[config.mk]
export PLATFORM = sky130hd
export DESIGN_NAME = byte_write_buffer
export DESIGN_NICKNAME = d
export VERILOG_FILES = /design/src/rtl/byte_write_buffer.sv
export SDC_FILE = /design/constraint.sdc
export NUM_CORES = 1
export LEC_CHECK = 0
export ABC_AREA = 1
export CAP_MARGIN = 10
export CORE_ASPECT_RATIO = 1.75
export CORE_MARGIN = 3
export CORE_UTILIZATION = 30
export CTS_CLUSTER_SIZE = 8
export DETAILED_ROUTE_END_ITERATION = 8
export PLACE_DENSITY_LB_ADDON = 0.15
export SLEW_MARGIN = 20
export SYNTH_ARGS = -nofsm -noshare
export SYNTH_HDL_FRONTEND = slang
export SYNTH_SLANG_ARGS = --single-unit
export TNS_END_PERCENT = 30
[constraint.sdc]
create_clock -name clk -period 5.23 [get_ports clk]
set_input_delay 1.046 -clock clk [delete_from_list [all_inputs] [get_ports clk]]
set_output_delay 1.046 -clock clk [all_outputs]
set_load 0.01 [all_outputs]
[src/rtl/byte_write_buffer.sv]
// Byte write buffer: a small FIFO between a byte-serialiser and a
// write-only target. Reads are unsupported and only flagged.
module byte_write_buffer #(
  parameter int DEPTH = 8
) (
  input  logic                     clk,
  input  logic                     reset,
  input  logic [31:0]              in_address,
  input  logic [7:0]               in_wr_data,
  input  logic                     in_wr,
  input  logic                     in_rd,
  output logic [7:0]               in_rd_data,
  output logic [31:0]              out_address,
  output logic [7:0]               out_wr_data,
  output logic                     out_req,
  input  logic                     out_ack,
  output logic [$clog2(DEPTH):0]   count,
  output logic                     empty,
  output logic                     overflow,
  output logic                     rd_error,
  input  logic                     err_clear
);

  localparam int AW = $clog2(DEPTH);
  localparam int CW = AW + 1;

  logic [39:0]   mem_q [DEPTH];
  logic [AW-1:0] wr_ptr_q, wr_ptr_d;
  logic [AW-1:0] rd_ptr_q, rd_ptr_d;
  logic [CW-1:0] count_q, count_d;
  logic          ovf_q, ovf_d;
  logic          rde_q, rde_d;

  logic          full;
  logic          has_head;
  logic          pop;
  logic          push;
  logic          drop;

  // Handshake decode; a pop frees the slot a same-cycle write lands in.
  always_comb begin
    full     = (count_q == CW'(DEPTH));
    has_head = (count_q != '0);
    pop      = has_head && out_ack;
    push     = in_wr && (!full || pop);
    drop     = in_wr && full && !pop;
  end

  // Next-state for pointers, occupancy and sticky error flags.
  always_comb begin
    wr_ptr_d = wr_ptr_q;
    rd_ptr_d = rd_ptr_q;
    count_d  = count_q;
    if (push) begin
      wr_ptr_d = wr_ptr_q + AW'(1);
    end
    if (pop) begin
      rd_ptr_d = rd_ptr_q + AW'(1);
    end
    unique case ({push, pop})
      2'b10:   count_d = count_q + CW'(1);
      2'b01:   count_d = count_q - CW'(1);
      default: count_d = count_q;
    endcase
    ovf_d = drop  || (ovf_q && !err_clear);
    rde_d = in_rd || (rde_q && !err_clear);
  end

  // Control state register; reset overrides every other event.
  always_ff @(posedge clk) begin
    if (reset) begin
      wr_ptr_q <= '0;
      rd_ptr_q <= '0;
      count_q  <= '0;
      ovf_q    <= 1'b0;
      rde_q    <= 1'b0;
    end else begin
      wr_ptr_q <= wr_ptr_d;
      rd_ptr_q <= rd_ptr_d;
      count_q  <= count_d;
      ovf_q    <= ovf_d;
      rde_q    <= rde_d;
    end
  end

  // Entry storage; contents need no reset since count gates visibility.
  always_ff @(posedge clk) begin
    if (!reset && push) begin
      mem_q[wr_ptr_q] <= {in_address, in_wr_data};
    end
  end

  assign out_address = mem_q[rd_ptr_q][39:8];
  assign out_wr_data = mem_q[rd_ptr_q][7:0];
  assign out_req     = has_head;
  assign count       = count_q;
  assign empty       = !has_head;
  assign overflow    = ovf_q;
  assign rd_error    = rde_q;
  assign in_rd_data  = 8'h00;

endmodule

==> results by stage <==
Synth:
- The cell count after synthesis came out at 1,022.
- Ranked by instance count, the synthesized netlist is headed by sky130_fd_sc_hd__edfxtp_1 (320), sky130_fd_sc_hd__nor2_1 (292), sky130_fd_sc_hd__o21ai_0 (165).
- By area, the combinational part of the netlist is dominated by compound AO/OA/AOI/OAI gates.
- The fraction of the mapped netlist area in compound gates is 10.78%.
- The Yosys step of the flow raised 0 warnings.
- The mapped cell area is 0.01311 sq mm.
- Of all flip-flops after synthesis, the portion carrying an async set or reset was 0%.
- The most numerous cell in the Yosys netlist is sky130_fd_sc_hd__edfxtp_1.
- Sequential cells were found to cover 75.57% of the synthesized design area.
- The count of flip-flops with a built-in enable after synthesis is 320.
- The synthesized area per cell is 12.83 sq um.
- Among all flip-flop cells after synthesis, the most frequent one is sky130_fd_sc_hd__edfxtp_1.
- The simple-gate share of the synthesized area is 9.905%.
- The share of synthesized area in the top cell type comes to 73.28%.
- The synthesized netlist contains 32 unique library cells.
- The post-synthesis xor/xnor area fraction is 0.1336%.
- The adder-cell share of the synthesized area is 0.2863%.
- By area the synthesized netlist is led by sky130_fd_sc_hd__edfxtp_1 (73%), sky130_fd_sc_hd__nor2_1 (8.4%), sky130_fd_sc_hd__o21ai_0 (6.3%), sky130_fd_sc_hd__dfxtp_1 (2.3%), sky130_fd_sc_hd__a31oi_1 (1.9%).
- The cell type contributing the most total cell area after synthesis is sky130_fd_sc_hd__edfxtp_1.
- The synthesis-stage register bit count is 335.
- The mux cell area share after synthesis is 0%.

Floorplanning:
- The placement row count is 100.
- For this design the top-level I/O count stands at 102.
- After floorplanning, the core was sized to cover 0.04292 sq mm.
- The die outline width is 164.0 microns.
- The floorplan step set the die height to 282.6 microns.
- The initial utilization of the core area, before any placement, comes to 30.55%.
- The die covers 0.04635 sq mm.

Routing:
- The remaining design rule violation count is 0.
- Once detail routing completed, the nets flagged for antenna violations numbered 0.
- The detailed router's first-iteration violation count is 352.
- The wire length per cell is 18.89 microns.
- The routed design has 32,070 microns of wire.
- The total iterations of the first detailed-routing run is 4.
- Using the TritonRoute via totals, the vias-per-cell ratio works out to 4.844.
- The routed layout has 8,225 vias.

Global route:
- The via count of the first global-routing pass is 8,667.
- The remaining global-route overflow is 0.
- The wire length of the first global-routing pass is 49,630 microns.
- The pin count of the biggest net entering global routing is 161.
- Across every metal layer, demand over resource in global routing totals 14.01%.
- The number of antenna violations at the first check in global routing came to 1.

Final layout:
- The number of fill cells is 4,121.
- Cells with a size suffix above 1 make up 8.011% of the layout.
- Leaving out filler cells and counting taps, the final layout contains 1,698.
- The final layout contains 1,166 nets.
- The area occupied by registers is 0.009915 sq mm.
- Compared with the post-synthesis result, the final layout area differs by 21.55%.
- The multi-input combinational cells in the finished layout cover a total of 0.002848 sq mm.

STA:
- The setup TNS after final layout is 0 ns.
- The max-slew violation total from the final report is 0.
- Timing would allow up to 0.2430 GHz.
- Setup repair after global routing left no endpoint under its margin.
- The final clock period utilization by the worst path is 78.70%.
- The number of setup violations in the final report is 0.
- For the pin with the worst max-slew slack, the measured transition is 0.9987 ns.
- After layout, the minimum clock period comes to 4.116 ns.
- The setup skew after layout is 0.01927 ns.
- The final setup slack of the worst path is 1.114 ns.
- The hold violation total from the final report is 0.
- The worst pin sits at a relative slew slack of 33.42%.

CTS:
- The CTS tree is built.
- The number of hold buffers added after CTS is 0.
- The H-tree was split into 2 levels.
- The clock root buffer is sky130_fd_sc_hd__clkbuf_16.
- In this run the deepest clock path goes through 3 buffers.
- The clock input transition at the sequential cells of the worst setup and hold paths is 0.05 ns.
- For this design, the sink count on the clock tree is 335.
- The post-CTS resize count is 0.
- Once the clock tree was built, the setup fixing pass inserted 0 buffers.
- The insertion delay to the later sink of the worst-skew pair is 0.55 ns.
- Clock tree synthesis inserted a total of 47 buffers.

Setup path:
- Together, buffers and inverters on the worst path number 2.
- The critical path is of the reg -> out type.
- The cell with the biggest individual delay on the critical path is sky130_fd_sc_hd__buf_4.
- The gate family responsible for the most delay along the worst path is buffers and inverters.
- STA classifies the critical path endpoint as an output pin.
- The startpoint of the most critical register-to-register path is count[0].
- The sort of element at the start of the critical path is a register.
- The setup slack on the worst flop-to-flop path is 2.94 ns.
- The largest stage delay on the critical path is 0.77 ns.
- Of all nets on the critical path, the largest fanout is 80.
- Counting cells, the worst reg-to-reg path comes to 7.
- The arrival time at the worst endpoint is 3.07 ns.
- The data required time at the worst endpoint is 4.18 ns.
- The worst register-to-register path ends at mem_q[1][5].
- The critical path goes through buf_4 > o21ai_0 > o22ai_1 > nor2_1 > a31oi_1 > clkdlybuf4s50_1.

Pwr:
- Dividing total power by cell area gives a power density of 447.4 mW/mm^2.
- IR analysis of the VDD net gives a maximum drop of 204.2 uV.
- The leakage power of the design is 5.229 nW.

Job:
- The number of maximum-capacitance violations is 0.

Min path:
- The tightest min-delay check is of the reg -> reg type.
- For hold timing, the worst endpoint is rd_ptr_q[2].
- The number of cells on the worst hold path is 1.
- The startpoint identified for the worst hold timing path is rd_ptr_q[2].

Place:
- The sum of net half-perimeters after detailed placement is 16,280 microns.
- The count of buffers inserted at the top-level ports is 93.
- The final estimated routing congestion in global placement is 0.7312.
- The instance count after placement with tap cells included is 1,629.
- At the placement stage, the worst setup path has a slack of 1.628 ns.

Status:
- The run finished with clean final reports.
==> power breakdown <==
group | internal (W) | switching [W] | total, W
combinational | 0.000561 | 0.000838 | 0.00140
clock | 0.00163 | 0.00107 | 0.00269
sequential | 0.00301 | 0.0000310 | 0.00304
==> cell usage in the layout (no fill, tap or decap), drive strengths merged <==
cell | Yosys | routed
nand4 | 3 | 3
dfxtp | 15 | 15
nand3 | 5 | 5
edfxtp | 320 | 320
clkbuf | 29 | 65
nand2 | 24 | 24
inv | 22 | 25
nor3 | 4 | 4
ha | 3 | 3
clkinv | 1 | 1
a31oi | 40 | 40
diode | 0 | 1
conb | 1 | 8
o22ai | 40 | 40
nor2 | 294 | 294
o21bai | 1 | 1
a21oi | 11 | 11
clkdlybuf4s50 | 0 | 93
xnor2 | 1 | 1
o21ai | 167 | 167
a211oi | 1 | 1
xor2 | 1 | 1
buf | 39 | 14
==> worst reg2reg max path, delay by kind of cell (launching register included) <==
kind | cells | cell delay (ns)
buffers and inverters | 1 | 0.32
DFF | 1 | 0.46
and+or+nand+nor | 6 | 1.15
==> metrics by stage <==
stage               total power, W  area (sq um)  hold WS [ns]  util (%)
finish                    0.007131         15940        0.4400     37.14
global route              0.007492         15940        0.4667     37.13
CTS                       0.007261         15940        0.4419     37.13
detailed placement        0.004526         14670        0.4305     34.17
global placement          0.004519         14670        0.4365     34.17
floorplan                 0.003906         13140        0.4116         -
==> registers in the layout, indices dropped and copies added (netlist names), named ones only <==
signal,cells
wr_ptr_q,3
count,4
rd_error,1
overflow,1
rd_ptr_q,3
mem_q,320
==> area by class of cell <==
cell class	instances	area share, %
Timing Repair Buffer	107	6.971
Multi-Input combinational cell	603	17.87
Clock buffer	65	7.803
Inverter	23	0.5652
Sequential cell	335	62.21
Antenna cell	1	0.01570
Clock inverter	3	0.1649
Tap cell	561	4.404
==> worst max-delay path by stage <==
| stage | startpoint | endpoint | slack, ns | cells after the start |
|---|---|---|---|---|
| 6_report | register | out_address[15] | 1.11 | 6 |
| 3_3_place_gp | register | out_address[15] | 1.65 | 6 |
| 5_1_grt | register | out_address[24] | 0.86 | 6 |
| 4_1_cts | register | out_address[15] | 1.04 | 6 |
| 2_1_floorplan | out_ack | mem_q[6][0] | 0.54 | 6 |
| 3_5_place_dp | register | out_address[15] | 1.63 | 6 |
==> metal layers <==
metal	part of all wire [%]	track usage, %
met2	52	25.14
met5	0	0
met3	4.7	2.842
met1	41	16.33
met4	3.1	5.470
==> kinds of logic after synthesis <==
kind of cell,Yosys count
AOI/OAI and AO/OA,260
xor gates and xnor gates,2
adders and majority gates,3
buffers and inverters,91
DFF,335
other,1
and+or+nand+nor,330
Note: power is estimated with default switching activity, not from simulation.
